===== config.mk =====
export PLATFORM = sky130hd
export DESIGN_NAME = sw_debounce_array
export DESIGN_NICKNAME = d
export VERILOG_FILES = /design/src/rtl/sw_debounce_array.sv
export SDC_FILE = /design/constraint.sdc
export NUM_CORES = 1
export LEC_CHECK = 0
export BUFFER_PORTS_ARGS = -buffer_cell sky130_fd_sc_hd__buf_2
export CAP_MARGIN = 20
export CORE_ASPECT_RATIO = 1.1
export CORE_MARGIN = 5
export CORE_UTILIZATION = 45
export CTS_CLUSTER_DIAMETER = 60
export CTS_CLUSTER_SIZE = 10
export DETAILED_ROUTE_END_ITERATION = 7
export SETUP_SLACK_MARGIN = 0.15
export SYNTH_ARGS = -nofsm -noshare
export SYNTH_HDL_FRONTEND = slang
export SYNTH_SLANG_ARGS = --single-unit

===== constraint.sdc =====
create_clock -name CLK -period 1.49 [get_ports CLK]
set_input_delay 0.149 -clock CLK [delete_from_list [all_inputs] [get_ports CLK]]
set_output_delay 0.149 -clock CLK [all_outputs]
set_load 0.01 [all_outputs]

===== src/rtl/sw_debounce_array.sv =====
// Per-channel synchroniser + debounce filter with clean levels and 1-cycle edge pulses.
// Optional sticky change flags (CLR/CHANGED) are built when DEBOUNCE_STICKY_EN is defined.
module sw_debounce_array #(
  parameter int unsigned WIDTH           = 4,
  parameter int unsigned SYNC_STAGES     = 2,
  parameter int unsigned DEBOUNCE_CYCLES = 16
) (
  input  logic             CLK,
  input  logic             RST,
  input  logic [WIDTH-1:0] SW_IN,
  output logic [WIDTH-1:0] VAL,
  output logic [WIDTH-1:0] RISE,
  output logic [WIDTH-1:0] FALL
`ifdef DEBOUNCE_STICKY_EN
  ,
  input  logic [WIDTH-1:0] CLR,
  output logic [WIDTH-1:0] CHANGED
`endif
);

  localparam int unsigned     CntW   = $clog2(DEBOUNCE_CYCLES + 1);
  localparam logic [CntW-1:0] CntMax = CntW'(DEBOUNCE_CYCLES - 1);

  logic [SYNC_STAGES-1:0][WIDTH-1:0] sync_q, sync_d;
  logic [WIDTH-1:0][CntW-1:0]        cnt_q, cnt_d;
  logic [WIDTH-1:0]                  val_q, val_d;
  logic [WIDTH-1:0]                  rise_q, rise_d;
  logic [WIDTH-1:0]                  fall_q, fall_d;
  logic [WIDTH-1:0]                  s;

  always_comb begin
    sync_d    = sync_q;
    sync_d[0] = SW_IN;
    for (int unsigned k = 1; k < SYNC_STAGES; k++) begin
      sync_d[k] = sync_q[k-1];
    end
  end

  assign s = sync_q[SYNC_STAGES-1];

  // Any return of s to the current level discards the partial count.
  always_comb begin
    cnt_d  = cnt_q;
    val_d  = val_q;
    rise_d = '0;
    fall_d = '0;
    for (int unsigned i = 0; i < WIDTH; i++) begin
      if (s[i] == val_q[i]) begin
        cnt_d[i] = '0;
      end else if (cnt_q[i] != CntMax) begin
        cnt_d[i] = cnt_q[i] + CntW'(1);
      end else begin
        cnt_d[i]  = '0;
        val_d[i]  = s[i];
        rise_d[i] = s[i];
        fall_d[i] = ~s[i];
      end
    end
  end

  always_ff @(posedge CLK or posedge RST) begin
    if (RST) begin
      sync_q <= '0;
      cnt_q  <= '0;
      val_q  <= '0;
      rise_q <= '0;
      fall_q <= '0;
    end else begin
      sync_q <= sync_d;
      cnt_q  <= cnt_d;
      val_q  <= val_d;
      rise_q <= rise_d;
      fall_q <= fall_d;
    end
  end

  assign VAL  = val_q;
  assign RISE = rise_q;
  assign FALL = fall_q;

`ifdef DEBOUNCE_STICKY_EN
  logic [WIDTH-1:0] changed_q, changed_d;

  // A new edge pulse outranks a simultaneous clear.
  always_comb begin
    changed_d = (changed_q & ~CLR) | rise_d | fall_d;
  end

  always_ff @(posedge CLK or posedge RST) begin
    if (RST) begin
      changed_q <= '0;
    end else begin
      changed_q <= changed_d;
    end
  end

  assign CHANGED = changed_q;
`endif

endmodule


==> results.tsv <==
stage	metric	value	unit
setup_path	worst-path-buf-inv	0	
detailed_routing	viasPerCell	4.98	
power	pwr-share-clk	31.6	%
sta	tns	0	ns
logic_synthesis	synth-simple-area-share	18.2	%
detailed_routing	route.detailed.drc	0	
cells_and_area	diodes	0	
setup_path	r2r-end	VAL[1]	
cells_and_area	nets	145	
setup_path	worstSetupEndpointType	flop	
worst_hold_path	hp-class	input port to async pin	
clock_tree	post_cts_buffers	0	
detailed_routing	firstDrtPassIters	4	
floorplan	die-area	0.00465	mm2
detailed_routing	drtIter0Drc	28	
sta	finalClockSkew	0.00571	ns
sta	drv_slew	0	
setup_path	cp_max_fo	5	
logic_synthesis	yosysSeqAreaShare	65.7	%
logic_synthesis	yosysMostFrequentCell	dfrtp_1	
floorplan	die_h	71.0	um
placed_design	port-buffer-count	17	
logic_synthesis	netlist_area	0.00152	mm2
setup_path	critical_path_class	flop to flop	
logic_synthesis	syn_inst	105	
floorplan	row_count	22	
sta	fin_crit	1.22	ns
cells_and_area	fillers	285	
global_routing	antenna_found_initial	0	
cells_and_area	drive_gt1_share	25.2	%
detailed_routing	wl_per_cell	13.0	um
floorplan	die_x	65.5	um
power	p_leak	0.00106	uW
placed_design	hpwlAfterDp	1580	um
logic_synthesis	synth_xor_xnor_area_share	6.90	%
logic_synthesis	synth_async_sr_flop_share	100	%
setup_path	regToRegSetupSlack	0.27	ns
logic_synthesis	synth.net_count	115	
sta	setup_violations	0	
sta	clock.fmax	819	MHz
logic_synthesis	synth_top_family_by_area	simple AND/OR/NAND/NOR gates	
cells_and_area	fin_area	0.00179	mm2
power	switching_share	21.6	%
clock_tree	root_buffer	clkbuf_4	
global_routing	grt_max_degree	33	
clock_tree	clock_latency	0.33	ns
clock_tree	cts_buffer_depth	2	
sta	fin_ws	0.269	ns
sta	fin_hold_ws	0.317	ns
global_routing	grtUsageTotal	11.2	%
sta	tightest_slew	0.387	ns
logic_synthesis	synth_top_area_share	65.7	%
clock_tree	cts_tree	built	
detailed_routing	detail-route-antenna-nets	0	
cells_and_area	areaGrowthSynthToFinish	17.4	%
placed_design	gp_congestion	0.705	
logic_synthesis	synth-seq-cells	40	
clock_tree	cts.sink_count	40	
global_routing	grt_pass1_wl	3840	um
global_routing	grt-ovfl-total	0	
floorplan	start_util	46.1	%
global_routing	grt_pass1_vias	849	
setup_path	startpoint_type	flop	
setup_path	crit_start	cnt_q[5]	
logic_synthesis	synth_common_cells	40 x dfrtp_1, 12 x xor2_1, 8 x nand2_1, 8 x nor2_1, 8 x nor3b_1	
logic_synthesis	synth-compound-area-share	1.64	%
power	pwr_density_cell	1030	mW/mm2
flow_run	drv_cap	0	
power	combPwrFrac	5.4	%
setup_path	path_cells	ha_1 > nand4b_4 > mux2_4	
setup_path	r2r_cells	3	
setup_path	slowest_delay	0.41	ns
clock_tree	path_clk_slew	0.11	ns
sta	rsz0062_at_grt	no	
logic_synthesis	yosysWarnings	0	
setup_path	cpLargestDelayFamily	flip-flops	
placed_design	pre_cts_ws	0.272	ns
logic_synthesis	ys.flop_type	dfrtp_1	
clock_tree	h-tree-depth	2	
floorplan	core	0.00330	mm2
placed_design	placed_area	0.00167	mm2
power	switchingPower	396	uW
power	seq_power_share	63.0	%
detailed_routing	wl	2220	um
power	ir_drop	0.483	mV
logic_synthesis	syn_avg_cell_area	14.5	um2
logic_synthesis	synth_cell_types	15	
logic_synthesis	synthMuxAreaShare	3.94	%
clock_tree	numCtsBuffers	5	
logic_synthesis	yosys-top-cells-area	dfrtp_1 66%, xor2_1 6.9%, nand4b_4 4.7%	
sta	min_period_over_period	82.0	%
outcome	status	complete, no violations	
logic_synthesis	synthAdderAreaFrac	3.29	%
logic_synthesis	synth_top_area_cell	dfrtp_1	
setup_path	arrival	1.44	ns
sta	final-hold-violation-count	0	
setup_path	worst_path_max_delay_cell	dfrtp_1	
logic_synthesis	synth-edff-count	0	
sta	slew_headroom	74.2	%
power	intPower	1440	uW
setup_path	r2r-start	cnt_q[5]	
floorplan	io_pins	18	
setup_path	cp.required	1.71	ns
power	power	1830	uW
detailed_routing	vias	851	
==> kinds of logic (layout without fill, tap and decap cells) <==
| family | count (synthesis) | after routing |
|---|---|---|
| buffers and inverters | 1 | 31 |
| and+or+nand+nor | 40 | 40 |
| adders and majority gates | 4 | 4 |
| AOI/OAI and AO/OA | 4 | 4 |
| xor gates and xnor gates | 12 | 12 |
| muxes | 4 | 4 |
| DFF | 40 | 40 |
==> worst reg2reg max path, delay by kind of cell (launching register included) <==
family	cells	cell delay, ns
muxes	1	0.31
and+or+nand+nor	1	0.13
DFF	1	0.41
adders and majority gates	1	0.27
==> state kept, by name (all words and copies together) (netlist names) <==
| signal | count |
|---|---|
| sync_d | 4 |
| VAL | 4 |
| s | 4 |
| cnt_q | 20 |
| RISE | 4 |
| FALL | 4 |
==> cell usage in the layout (no fill, tap or decap) <==
cell            n
a31oi_1         4
and2_1          5
and3_1          2
and3_2          1
buf_12          1
buf_2          17
clkbuf_4        5
clkbuf_8        2
dfrtp_1        40
dlygate4sd3_1   5
ha_1            4
inv_1           1
mux2_4          4
nand2_1         8
nand3_1         4
nand4b_2        1
nand4b_4        3
nor2_1          8
nor3b_1         8
xor2_1         12
==> routing by layer <==
metal,GRT usage [%],share of wire (%),up-vias
met5,0,0,-
li1,-,-,417
met3,5.56,6.0,7
met1,13.6,45,411
met2,16.3,47,16
met4,5.53,2.3,0
==> layout make-up <==
cell class / instances / area [um2] / share of cell area [%]
Sequential cell: 40 / 1000 / 56.0
Timing Repair Buffer: 23 / 155 / 8.68
Inverter: 1 / 3.75 / 0.210
Multi-Input combinational cell: 64 / 518 / 29.0
Tap cell: 36 / 45.0 / 2.52
Clock buffer: 7 / 65.1 / 3.64
==> metrics by stage <==
step           util (%)  instances
6_report           54.1        171
5_1_grt            54.1        171
4_1_cts            54.1        171
3_5_place_dp       50.6        159
3_3_place_gp       50.6        159
2_1_floorplan         -        105
==> timing repair <==
| item | in CTS | in global routing |
|---|---|---|
| endpoints found under the hold margin | 12 | 0 |
| resized for setup | 0 | 0 |
| endpoints found under the setup margin | 0 | 0 |
| hold buffers | 5 | 0 |
==> worst max path at each step <==
stage	end	slack, ns	cells after the start
6_report	VAL[1]	0.27	3
3_3_place_gp	VAL[1]	0.30	3
5_1_grt	VAL[1]	0.20	3
2_1_floorplan	VAL[1]	0.33	3
4_1_cts	VAL[1]	0.26	3
3_5_place_dp	VAL[2]	0.27	3
==> power by group through the flow <==
stage          logic (uW)  registers, uW  clock network (uW)
5_1_grt               118           1160                 661
4_1_cts               104           1160                 609
3_5_place_dp         94.0           1180                   0
6_report             98.6           1160                 579
3_3_place_gp         87.8           1170                   0
2_1_floorplan        64.0           1170                   0
Note: power is estimated with default switching activity, not from simulation.
